==> src/rtl/gshare_btb_predictor.sv <==
`default_nettype none
// ============================================================================
// Module   : gshare_btb_predictor
// Purpose  : Fetch-stage branch predictor. A gshare pattern history table of
//            2-bit saturating counters (indexed by PC ^ global history) gives
//            the direction. A direct-mapped BTB gives the target. Lookup is
//            purely combinational against registered state. Resolved branches
//            from EX/MEM train both tables. The speculative global history is
//            repaired from the per-branch snapshot on a mispredict.
// Ports    : clk, rst (async, active-low)
//            stall                          - IF frozen, no speculative update
//            lk_valid, lk_pc                - fetch lookup request
//            pred_taken, pred_target,       - prediction and GHR snapshot
//            pred_ghr
//            up_valid, up_is_br, up_pc,     - resolution / training port
//            up_taken, up_target, up_ghr,
//            up_mispredict
//            stat_branches, stat_mispred    - wrapping statistics counters
// Revision : 1.0 - initial release
// ============================================================================
module gshare_btb_predictor #(
    parameter int IDX_BITS = 6,
    parameter int BTB_BITS = 5,
    parameter int TAG_BITS = 8,
    parameter int CNT_W    = 16
) (
    input  logic                clk,
    input  logic                rst,
    input  logic                stall,
    input  logic                lk_valid,
    input  logic [31:0]         lk_pc,
    output logic                pred_taken,
    output logic [31:0]         pred_target,
    output logic [IDX_BITS-1:0] pred_ghr,
    input  logic                up_valid,
    input  logic                up_is_br,
    input  logic [31:0]         up_pc,
    input  logic                up_taken,
    input  logic [31:0]         up_target,
    input  logic [IDX_BITS-1:0] up_ghr,
    input  logic                up_mispredict,
    output logic [CNT_W-1:0]    stat_branches,
    output logic [CNT_W-1:0]    stat_mispred
);

    localparam int PHT_N = 1 << IDX_BITS;
    localparam int BTB_N = 1 << BTB_BITS;

    logic [IDX_BITS-1:0] ghr;
    logic [1:0]          pht     [PHT_N];
    logic [BTB_N-1:0]    btb_v;
    logic [TAG_BITS-1:0] btb_tag [BTB_N];
    logic [31:0]         btb_tgt [BTB_N];

    // ---------------------------------------------------------------- lookup
    logic [IDX_BITS-1:0] lk_pidx;
    logic [BTB_BITS-1:0] lk_bidx;
    logic [TAG_BITS-1:0] lk_tag;
    logic                lk_hit;

    assign lk_pidx = lk_pc[IDX_BITS+1:2] ^ ghr;
    assign lk_bidx = lk_pc[BTB_BITS+1:2];
    assign lk_tag  = lk_pc[BTB_BITS+2 +: TAG_BITS];
    assign lk_hit  = btb_v[lk_bidx] && (btb_tag[lk_bidx] == lk_tag);

    // A strong/weak taken counter alone is not enough: without a BTB hit
    // there is no target to redirect to.
    assign pred_taken  = lk_hit && pht[lk_pidx][1];
    assign pred_target = pred_taken ? btb_tgt[lk_bidx] : (lk_pc + 32'd4);
    assign pred_ghr    = ghr;

    // -------------------------------------------------------------- training
    logic [IDX_BITS-1:0] up_pidx;
    logic [BTB_BITS-1:0] up_bidx;
    logic [TAG_BITS-1:0] up_tag;
    logic [1:0]          cnt_cur;
    logic [1:0]          cnt_next;
    logic                do_train;
    logic                do_btb_wr;
    logic                do_repair;

    assign up_pidx   = up_pc[IDX_BITS+1:2] ^ up_ghr;
    assign up_bidx   = up_pc[BTB_BITS+1:2];
    assign up_tag    = up_pc[BTB_BITS+2 +: TAG_BITS];
    assign do_train  = up_valid && up_is_br;
    assign do_btb_wr = up_valid && up_taken;
    assign do_repair = up_valid && up_mispredict;

    always_comb begin
        cnt_cur  = pht[up_pidx];
        cnt_next = cnt_cur;
        if (up_taken) begin
            if (cnt_cur != 2'b11) cnt_next = cnt_cur + 2'd1;
        end else begin
            if (cnt_cur != 2'b00) cnt_next = cnt_cur - 2'd1;
        end
    end

    // Only a subset of the PC bits form index/tag; fold the rest here.
    logic unused_pc_bits;
    assign unused_pc_bits = ^{lk_pc, up_pc};

    // ------------------------------------------------------ resettable state
    always_ff @(posedge clk or negedge rst) begin
        if (!rst) begin
            ghr           <= '0;
            btb_v         <= '0;
            stat_branches <= '0;
            stat_mispred  <= '0;
            for (int i = 0; i < PHT_N; i++) pht[i] <= 2'b01;
        end else begin
            // Repair wins over the speculative shift and is not held by
            // stall: the pipeline is flushing regardless.
            if (do_repair) begin
                ghr <= up_is_br ? {up_ghr[IDX_BITS-2:0], up_taken} : up_ghr;
            end else if (lk_valid && !stall && lk_hit) begin
                ghr <= {ghr[IDX_BITS-2:0], pred_taken};
            end

            if (do_train)  pht[up_pidx]   <= cnt_next;
            if (do_btb_wr) btb_v[up_bidx] <= 1'b1;

            if (do_train)  stat_branches <= stat_branches + CNT_W'(1);
            if (do_repair) stat_mispred  <= stat_mispred + CNT_W'(1);
        end
    end

    // Tag/target payload is qualified by btb_v, so it needs no reset.
    always_ff @(posedge clk) begin
        if (do_btb_wr) begin
            btb_tag[up_bidx] <= up_tag;
            btb_tgt[up_bidx] <= up_target;
        end
    end

endmodule
`default_nettype wire

==> config.mk <==
export PLATFORM = sky130hd
export DESIGN_NAME = gshare_btb_predictor
export DESIGN_NICKNAME = d
export VERILOG_FILES = /design/src/rtl/gshare_btb_predictor.sv
export SDC_FILE = /design/constraint.sdc
export NUM_CORES = 2
export LEC_CHECK = 0
export CAP_MARGIN = 20
export CORE_MARGIN = 5
export CORE_UTILIZATION = 39
export DETAILED_ROUTE_END_ITERATION = 8
export PLACE_DENSITY_LB_ADDON = 0.1
export SLEW_MARGIN = 5
export SYNTH_ARGS = -nofsm -noshare
export SYNTH_HDL_FRONTEND = slang
export SYNTH_SLANG_ARGS = --single-unit
==> constraint.sdc <==
create_clock -name clk -period 4.5 [get_ports clk]
set_clock_uncertainty 0.05 [all_clocks]
set_input_delay 0.45 -clock clk [delete_from_list [all_inputs] [get_ports clk]]
set_output_delay 0.45 -clock clk [all_outputs]
set_load 0.01 [all_outputs]
==> summary.md <==
| Metric | Value |
|---|---|
| Placed inst area | `65600 sq um` |
| Post-route cell area | `71300 sq um` |
| Crit-path cells | `xor2_2 > buf_12 > mux4_2 > mux2i_4 > mux2i_1 > or3_1 > o311a_4 > nand3_4 > buf_12 > buf_8 > mux2_2 > o211ai_1 > buf_4 > buf_6` |
| Via density | `5.63` |
| Final core utilization | `0.470` |
| FMAX | `0.220 GHz` |
| CTS sink cnt | `1478` |
| Failing checks | `negative setup slack` |
| Slowest CP cell | `mux4_2` |
| Post-synth EDFFs | `1280` |
| Number of fill cells | `12600` |
| Final hold violations | `0` |
| WP data arrival | `4.05 ns` |
| DR vias | `31100` |
| Final WL | `168 mm` |
| Avg Inst Size Synth | `20.3 sq um` |
| CTS H-tree depth | `4` |
| VDD IR-drop max | `0.342 mV` |
| Clock Tree Root | `clkbuf_16` |
| Min Hold Slack | `0.272 ns` |
| Total GRT Usage | `0.208` |
| Period utilization | `1.01` |
| Vias in the first global route | `32600` |
| Leak Pwr | `23.8 nW` |
| CTS buffer count | `162` |
| Pwr per Cell Area | `436 nW/um^2` |
| Pre-CTS WS | `-0.435 ns` |
| Seq/Total Area, Yosys | `0.729` |
| Crit Path Class | `reg2out` |
| Top-area cell type share of the netlist area | `0.645` |
| Cells after Synth | `2939` |
| Global-route wire length before repair | `240 mm` |
| Crit path time final | `4.55 ns` |
| Yosys warning count | `0` |
| Layout cells sized above 1 | `0.355` |
| Routed Antenna Nets | `0` |
| Die height | `401 um` |
| Row count | `143` |
| RSZ-0062 raised after global routing | `yes` |
| First-pass detailed-route iteration total | `7` |
| Top_reg_cell synth | `edfxtp_1` |
| Unique cell type count in the Yosys netlist | `64` |
| CP dominant cell by count | `buf_12` |
| Status | `complete, but fails checks` |
| Final number of max-transition violations | `0` |
| Congestion Overflow GR | `0` |
| I/O Pins | `181` |
| CP Capture Type | `output pin` |
| Initial drt markers | `2807` |
| Max incr delay on CP | `0.54 ns` |
| Relative slew margins | `0.279` |
| Mapped cell area | `59600 sq um` |
| Routed len/inst | `30.5 um` |
| Die X-Extent | `401 um` |
| Skew-Pair Late Insertion Delay | `0.78 ns` |
| Area grow syn2layout | `19.6%` |
| CTS Buffer Depth | `3` |
| Syn_nets | `3052` |
| Final worst slack | `-0.0487 ns` |
| Post-DP HPWL | `96.4 mm` |
| Initial core utilization | `0.392` |
| Required time worst endpoint | `4.00 ns` |
| Max-Cap Viols | `0` |
| Largest net degree at the start of global routing | `101` |
| Multi-input combinational cell area | `16100 sq um` |
| Hold Crit Class | `in2async` |
| GP Congestion | `0.842` |
| Highest fanout seen on the critical path | `8` |
| Post-synth ARST share | `0.134` |
| Die area | `161000 sq um` |
| Ranking of synthesized cells by area | `edfxtp_1 64%, mux4_2 15%, dfrtp_1 5.6%, dfstp_2 2.8%, mux2_2 2.8%` |
| Core area | `152000 sq um` |
| Clk slew on worst S/H paths | `0.06 ns` |
| IO buf count | `161` |
| Final nets | `3468` |
| Area leader, netlist | `edfxtp_1` |
| Tightest Pin Transition | `1.08 ns` |
| DRC viols | `0` |
| Post-synthesis register bit count | `1478` |
| Initial antenna violation count | `8` |
| CTS tree | `built` |
| Final setup fails | `1` |
| Reg area | `43500 sq um` |
| CP startpoint kind | `flip-flop` |
==> layout make-up <==
class / instances / area share
clock buffer: 214 / 0.0619
multi-input combinational: 1303 / 0.226
clock inverter: 80 / 0.0100
timing repair buffer: 403 / 0.0563
antenna: 5 / 0.000175
inverter: 7 / 0.000368
tap: 2030 / 0.0356
sequential: 1478 / 0.610
==> stage by stage <==
| step | cells | total power [mW] | setup TNS (ns) |
|---|---|---|---|
| 2_1_floorplan | 2939 | 17.3 | 0 |
| 3_3_place_gp | 5207 | 18.4 | -6.37 |
| 3_5_place_dp | 5207 | 18.5 | -5.90 |
| 4_1_cts | 5509 | 31.4 | -1.23 |
| 5_1_grt | 5515 | 32.2 | -1.47 |
| 6_report | 5520 | 31.1 | -0.0487 |
==> where the power goes <==
| part | internal (mW) | switching (mW) | total (mW) |
|---|---|---|---|
| combinational | 1.22 | 1.40 | 2.62 |
| clock | 7.48 | 5.36 | 12.8 |
| sequential | 15.4 | 0.250 | 15.6 |
==> registers in the layout, indices dropped and copies added, names as in the netlist <==
register	flops
btb_tag	256
btb_tgt	1024
btb_v	32
pht	128
pred_ghr	6
stat_branches	16
stat_mispred	16
==> Yosys cell counts, types with 11 or more instances <==
cell type     n
xor2_1       45
and3_1       19
a21oi_1      42
nor2_1       69
nand3_1      47
clkbuf_1     50
a22oi_1      15
buf_2        66
mux2i_1      79
buf_6        11
o221ai_1     12
nor2b_1      15
o21ai_0      12
xnor2_1      32
a211oi_1     28
buf_1        18
mux4_2      392
nand2_1     160
or2_2        33
nand4_1      15
edfxtp_1   1280
dfstp_2      64
and2_1       24
mux2_2      146
o22ai_1      12
dfrtp_1     134
==> worst paths after layout <==
path | start | end | slack, ns | depth (start not counted)
max in group asynchronous | rst | btb_v[26] | 3.09 | 3
max reg2reg | btb_tag[18][6] | pred_ghr[0] | 1.00 | 11
min | rst | pht[107] | 0.27 | 2
min in group clk | up_target[16] | btb_tgt[9][16] | 0.37 | 1
max | pred_ghr[0] | pred_target[7] | -0.05 | 14
min reg2reg | stat_branches[15] | stat_branches[15] | 0.41 | 1
==> layout by cell type (no fill, tap or decap), drive strengths merged, types with 59 or more instances in the layout <==
cell type      synthesis  final
edfxtp              1280   1280
mux4                 392    392
buf                  101    269
clkbuf                50    218
nand2                160    160
mux2                 147    147
dfrtp                134    134
clkdlybuf4s50          0    122
mux2i                 79     79
nor2                  69     69
dfstp                 64     64
clkinv                 0     59
==> cells by family (layout without fill, tap and decap cells) <==
family,after synthesis,in the layout,synth area share
buf+inv,158,704,0.0131
xor+xnor,79,79,0.0119
mux,618,618,0.189
fa+ha+maj,5,5,0.000986
other cells,0,5,0
simple gates,418,418,0.0341
flops,1478,1478,0.729
compound gates,183,183,0.0216
==> worst max-delay path, delay by kind of cell (launching register included) <==
family / cells / cell delay, ns
AO/OA/AOI/OAI: 2 / 0.28
AND/OR/NAND/NOR: 2 / 0.46
multiplexers: 4 / 1.16
buffers and inverters: 5 / 0.73
flip-flops: 1 / 0.44
XOR/XNOR: 1 / 0.18
==> metal layers <==
| layer | GRT usage | up-vias | wire, um | part of all wire |
|---|---|---|---|---|
| met5 | 0 | - | 42 | 0.00025 |
| met4 | 0.0626 | 6 | 4720 | 0.028 |
| met3 | 0.0462 | 261 | 11300 | 0.067 |
| met2 | 0.334 | 1061 | 80900 | 0.48 |
| met1 | 0.287 | 16800 | 71500 | 0.42 |
| li1 | - | 12900 | - | - |
==> what timing repair did <==
action | CTS | global route
setup buffers | 11 | 3
pin swaps | 16 | 16
gates cloned | 1 | 0
setup endpoints to repair | 33 | 32
endpoints found under the hold margin | 61 | 0
hold buffers | 1 | 0
resized for setup | 191 | 34
No activity file was read; power rests on OpenSTA's default activity.
